File: src/rtl/mux4_rr_arbiter_pkg.sv
// Shared definitions for the 4-requester round-robin mux arbiter:
// FSM state encodings, requester count, hold-counter width and a one-hot helper.
package mux4_rr_arbiter_pkg;

  localparam logic ARB_IDLE  = 1'b0;
  localparam logic ARB_GRANT = 1'b1;

  localparam int ARB_N  = 4;
  localparam int ARB_CW = 4;

  function automatic logic [ARB_N-1:0] onehot4(input logic [1:0] idx);
    logic [ARB_N-1:0] vec;
    vec      = 4'b0000;
    vec[idx] = 1'b1;
    return vec;
  endfunction

endpackage

File: src/rtl/mux4_rr_arbiter_rr_pick4.sv
// Wrapped priority scan: returns the first requester at or after 'start',
// wrapping from 3 back to 0.
module rr_pick4
  import mux4_rr_arbiter_pkg::*;
(
  input  logic [ARB_N-1:0] req,
  input  logic [1:0]       start,
  output logic [1:0]       idx,
  output logic             found
);

  logic [2*ARB_N-1:0] req2_s;
  logic [ARB_N-1:0]   rot_s;
  logic [1:0]         off_s;

  // Rotate so that bit 0 of rot_s is the requester at 'start'.
  assign req2_s = {req, req};
  assign rot_s  = req2_s[start +: ARB_N];

  // Offset of the first set bit in the rotated view.
  always_comb begin
    off_s = 2'd0;
    casez (rot_s)
      4'b???1: off_s = 2'd0;
      4'b??10: off_s = 2'd1;
      4'b?100: off_s = 2'd2;
      4'b1000: off_s = 2'd3;
      default: off_s = 2'd0;
    endcase
  end

  assign idx   = start + off_s;
  assign found = |req;

endmodule

File: src/rtl/mux4_rr_arbiter.sv
// Round-robin arbiter driving the select of a shared 4:1 mux; each owner keeps
// the grant for at most MAX_HOLD consecutive cycles while others wait.
module mux4_rr_arbiter
  import mux4_rr_arbiter_pkg::*;
#(
  parameter int unsigned MAX_HOLD = 4
) (
  input  logic             clk,
  input  logic             rst,
  input  logic [ARB_N-1:0] req,
  output logic [1:0]       sel,
  output logic [ARB_N-1:0] grant,
  output logic             busy
);

  localparam logic [ARB_CW-1:0] HOLD_LIM = ARB_CW'(MAX_HOLD);

  logic              state_q,    state_d;
  logic [1:0]        owner_q,    owner_d;
  logic [1:0]        last_q,     last_d;
  logic [ARB_CW-1:0] hold_cnt_q, hold_cnt_d;
  logic [1:0]        sel_q,      sel_d;
  logic [ARB_N-1:0]  grant_q,    grant_d;
  logic              busy_q,     busy_d;

  logic [1:0] pick_start_s;
  logic [1:0] pick_idx_s;
  logic       pick_found_s;
  logic       release_s;

  // After a release last==owner, so both start points are "one past the previous owner".
  always_comb begin
    pick_start_s = last_q + 2'd1;
    if (state_q == ARB_GRANT) begin
      pick_start_s = owner_q + 2'd1;
    end else begin
      pick_start_s = last_q + 2'd1;
    end
  end

  assign release_s = (req[owner_q] == 1'b0) || (hold_cnt_q == HOLD_LIM);

  rr_pick4 u_pick (
    .req   (req),
    .start (pick_start_s),
    .idx   (pick_idx_s),
    .found (pick_found_s)
  );

  // Next-state logic for the FSM, hold counter and output registers.
  always_comb begin
    state_d    = state_q;
    owner_d    = owner_q;
    last_d     = last_q;
    hold_cnt_d = hold_cnt_q;
    sel_d      = sel_q;
    grant_d    = grant_q;
    busy_d     = busy_q;
    case (state_q)
      ARB_IDLE: begin
        if (pick_found_s) begin
          state_d    = ARB_GRANT;
          owner_d    = pick_idx_s;
          sel_d      = pick_idx_s;
          grant_d    = onehot4(pick_idx_s);
          busy_d     = 1'b1;
          hold_cnt_d = 4'd1;
        end else begin
          grant_d = 4'b0000;
          busy_d  = 1'b0;
        end
      end
      ARB_GRANT: begin
        if (release_s) begin
          last_d = owner_q;
          if (pick_found_s) begin
            owner_d    = pick_idx_s;
            sel_d      = pick_idx_s;
            grant_d    = onehot4(pick_idx_s);
            busy_d     = 1'b1;
            hold_cnt_d = 4'd1;
          end else begin
            state_d    = ARB_IDLE;
            grant_d    = 4'b0000;
            busy_d     = 1'b0;
            hold_cnt_d = 4'd0;
          end
        end else begin
          hold_cnt_d = hold_cnt_q + 4'd1;
        end
      end
      default: begin
        state_d    = ARB_IDLE;
        grant_d    = 4'b0000;
        busy_d     = 1'b0;
        hold_cnt_d = 4'd0;
      end
    endcase
  end

  // State and output registers with asynchronous reset.
  always_ff @(posedge clk or posedge rst) begin
    if (rst) begin
      state_q    <= ARB_IDLE;
      owner_q    <= 2'd0;
      last_q     <= 2'd3;
      hold_cnt_q <= 4'd0;
      sel_q      <= 2'b00;
      grant_q    <= 4'b0000;
      busy_q     <= 1'b0;
    end else begin
      state_q    <= state_d;
      owner_q    <= owner_d;
      last_q     <= last_d;
      hold_cnt_q <= hold_cnt_d;
      sel_q      <= sel_d;
      grant_q    <= grant_d;
      busy_q     <= busy_d;
    end
  end

  assign sel   = sel_q;
  assign grant = grant_q;
  assign busy  = busy_q;

endmodule

File: config.mk
export PLATFORM = sky130hd
export DESIGN_NAME = mux4_rr_arbiter
export DESIGN_NICKNAME = d
export VERILOG_FILES = /design/src/rtl/mux4_rr_arbiter_pkg.sv /design/src/rtl/mux4_rr_arbiter_rr_pick4.sv /design/src/rtl/mux4_rr_arbiter.sv
export SDC_FILE = /design/constraint.sdc
export NUM_CORES = 1
export LEC_CHECK = 0
export ABC_AREA = 1
export BUFFER_PORTS_ARGS = -buffer_cell sky130_fd_sc_hd__buf_2
export CAP_MARGIN = 20
export CORE_MARGIN = 2
export CORE_UTILIZATION = 35
export DETAILED_ROUTE_END_ITERATION = 7
export PLACE_DENSITY_LB_ADDON = 0.25
export SLEW_MARGIN = 10
export SYNTH_ARGS = -nofsm -noshare
export SYNTH_HDL_FRONTEND = slang
export SYNTH_SLANG_ARGS = --single-unit
File: constraint.sdc
create_clock -name clk -period 6 [get_ports clk]
set_clock_uncertainty 0.15 [all_clocks]
set_input_delay 0.9 -clock clk [delete_from_list [all_inputs] [get_ports clk]]
set_output_delay 0.9 -clock clk [all_outputs]
set_load 0.01 [all_outputs]
==> flow_metrics.env <==
export IMPL_via_count=885
export IMPL_place_hpwl_mm=1.59
export IMPL_cts_sink_count=14
export IMPL_firstDrtPassIters=4
export IMPL_drv_slew=0
export IMPL_crit_path_max_incr_delay_ns=0.47
export IMPL_reg2regPathDepth=16
export IMPL_finalSetupViolCount=0
export IMPL_postCtsHoldBufs=0
export IMPL_timing_rr_start="state_q"
export IMPL_synthCells=143
export IMPL_max_freq_mhz=410
export IMPL_power_density_nw_per_um2=581
export IMPL_crit_chain="inv_2 > nand2_2 > nand2_2 > nand2_1 > nand2_2 > nand2_1 > nand2_2 > a31oi_1 > nor2_1 > ha_1 > xor2_1 > inv_1 > nand2_2 > nand2_2 > nand2_1 > nand2_1"
export IMPL_maxCapViolCount=0
export IMPL_initial_core_util=0.363
export IMPL_hold_violations=0
export IMPL_timing_final_crit_period_ns=2.44
export IMPL_grt_max_degree=15
export IMPL_yosys_warnings=0
export IMPL_whs_ns=0.341
export IMPL_synthToLayoutAreaGrowth_pct=11.6
export IMPL_reg2reg_to="grant[1]"
export IMPL_clkTransAtPathRegs_ns=0.08
export IMPL_cts_setup_buffers=0
export IMPL_crit_path_end="grant[1]"
export IMPL_grt_pass1_wl_mm=3.55
export IMPL_rows=19
export IMPL_cpLargestDelayFamily="simple AND/OR/NAND/NOR gates"
export IMPL_path_depth=16
export IMPL_overflow=0
export IMPL_io_buffers=12
export IMPL_n_antenna_cell=0
export IMPL_drt_total_wl_mm=1.97
export IMPL_die_area_um2=3250
export IMPL_fin_nets=168
export IMPL_slew_headroom=0.658
export IMPL_crit_start="state_q"
export IMPL_layout_setup_ws_ns=3.56
export IMPL_crit_slowest_cell="dfrtp_1"
export IMPL_ff2ff_setup_slack_ns=3.56
export IMPL_synth_top_family_by_area="simple AND/OR/NAND/NOR gates"
export IMPL_synthXorXnorAreaFrac=0.0267
export IMPL_drtIter0Drc=14
export IMPL_grt_setup_unrepaired="false"
export IMPL_synthMuxAreaShare=0
export IMPL_synth_area_um2=983
export IMPL_core_area_um2=2710
export IMPL_p_leak_nw=0.633
export IMPL_pre_cts_slack_ns=3.43
export IMPL_fin_crit_sh=0.406
export IMPL_grtUsageTotal=0.134
export IMPL_die_h_um=57.0
export IMPL_cts_resized_gates=0
export IMPL_ys_ff_latch=14
export IMPL_die_w_um=57.0
export IMPL_cts_tree="yes"
export IMPL_drive_gt1_frac=0.209
export IMPL_max_vdd_ir_drop_v=0.000289
export IMPL_drc=0
export IMPL_root_buffer="clkbuf_4"
export IMPL_synth_fa_ha_area_frac=0.0382
export IMPL_hold_path_class="reg2reg"
export IMPL_end_kind="register"
export IMPL_crit_path_frequent_cell="nand2_2"
export IMPL_synth_nets=152
export IMPL_ys_seq_area_frac=0.359
export IMPL_cts_buffers=3
export IMPL_max_clock_path_buffers=2
export IMPL_drt_wirelength_per_cell_um=10.4
export IMPL_htreeDepth=1
export IMPL_antenna_found_initial=0
export IMPL_insertion_delay_ns=0.28
export IMPL_via_per_inst=4.68
export IMPL_required_ns=6.03
export IMPL_syn_mean_instance_area_um2=6.88
export IMPL_worst_slew_pin_slew_ns=0.512
export IMPL_synthSimpleGateAreaFrac=0.436
export IMPL_path_buf_inv=2
export IMPL_synth_compound_area_frac=0.0674
export IMPL_crit_fanout=11
export IMPL_status="completed"
export IMPL_place_congestion=0.812
export IMPL_dp_cells=185
export IMPL_start_kind="register"
export IMPL_first_global_vias=870
export IMPL_crit_arrival_ns=2.46
export IMPL_fin_cells=189
export IMPL_critPathKind="reg2reg"
export IMPL_setup_tns_ns=0
export IMPL_antenna_left=0
export IMPL_ys_types=21
export IMPL_power_total_w=0.000638
export IMPL_ioPinCount=13
-- sequential cells by signal (all words and copies together) (netlist names) --
| register | count |
|---|---|
| hold_cnt_q | 4 |
| state_q | 1 |
| busy | 1 |
| last_q | 2 |
| grant | 4 |
| sel | 2 |
-- worst min path at each step --
stage	startpoint	end	cells after the start
2_1_floorplan	last_q[1]	last_q[1]	2
3_3_place_gp	grant[2]	grant[2]	2
3_5_place_dp	grant[2]	grant[2]	2
4_1_cts	grant[2]	grant[2]	2
5_1_grt	grant[2]	grant[2]	2
6_report	grant[2]	grant[2]	2
-- final cells by class --
type | count | area [um2]
Multi-Input combinational cell | 112 | 559
Sequential cell | 14 | 353
Fill cell | 304 | 1610
Timing Repair Buffer | 12 | 60.1
Tap cell | 31 | 38.8
Inverter | 16 | 60.1
Clock buffer | 4 | 26.3
-- cell families after synthesis --
| kind of cell | count (synthesis) |
|---|---|
| DFF | 14 |
| buffers and inverters | 17 |
| AOI/OAI and AO/OA | 13 |
| adders and majority gates | 3 |
| xor gates and xnor gates | 3 |
| and+or+nand+nor | 93 |
-- cell usage in the layout, fill, tap and decap left out, drive strengths merged --
| cell | n |
|---|---|
| ha | 3 |
| a21oi | 4 |
| clkbuf | 4 |
| nand3b | 2 |
| nand2 | 77 |
| o21ai | 8 |
| nand4 | 2 |
| xor2 | 2 |
| dfrtp | 12 |
| buf | 12 |
| a31oi | 1 |
| nor2 | 6 |
| xnor2 | 1 |
| inv | 16 |
| nand3 | 6 |
| dfstp | 2 |
-- Yosys cell counts --
cell	number	area [um2]
nand2_1	64	240
inv_1	15	56.3
dfrtp_1	12	300
nand2_2	10	62.6
o21ai_0	7	35.0
nand3_1	5	25.0
nor2_1	5	18.8
a21oi_1	4	20.0
ha_1	3	37.5
nand2_4	3	33.8
dfstp_2	2	52.6
nand3b_1	2	15.0
nand4_1	2	12.5
xor2_1	2	17.5
a31oi_1	1	6.26
buf_6	1	11.3
inv_2	1	3.75
nand3_2	1	10.0
nor2_4	1	11.3
o21ai_1	1	5.00
xnor2_1	1	8.76
-- per-layer routing --
layer	GRT usage	part of all wire
met4	0.0299	0.0081
met5	0	0
met1	0.176	0.50
met3	0.0204	0.034
met2	0.232	0.45
-- worst register-to-register path, stage by stage, from the launching register on --
cell and delay, ns:
dfrtp_1 0.47, inv_2 0.12, nand2_2 0.09, nand2_2 0.15
nand2_1 0.13, nand2_2 0.10, nand2_1 0.10, nand2_2 0.08
a31oi_1 0.14, nor2_1 0.06, ha_1 0.18, xor2_1 0.22
inv_1 0.08, nand2_2 0.11, nand2_2 0.06, nand2_1 0.06
nand2_1 0.05
-- power by group --
| group | internal, W | switching (W) |
|---|---|---|
| registers | 0.000137 | 0.0000300 |
| clock network | 0.0000258 | 0.0000292 |
| logic | 0.000146 | 0.000270 |
| total | 0.000309 | 0.000329 |
-- stage by stage --
step                      instance area (um2)  utilization
final                                    1100        0.405
after global routing                     1100        0.405
after CTS                                1100        0.405
after detailed placement                 1070        0.395
after global placement                   1070        0.395
after floorplan                           983            -
(Power assumes the default switching activity.)
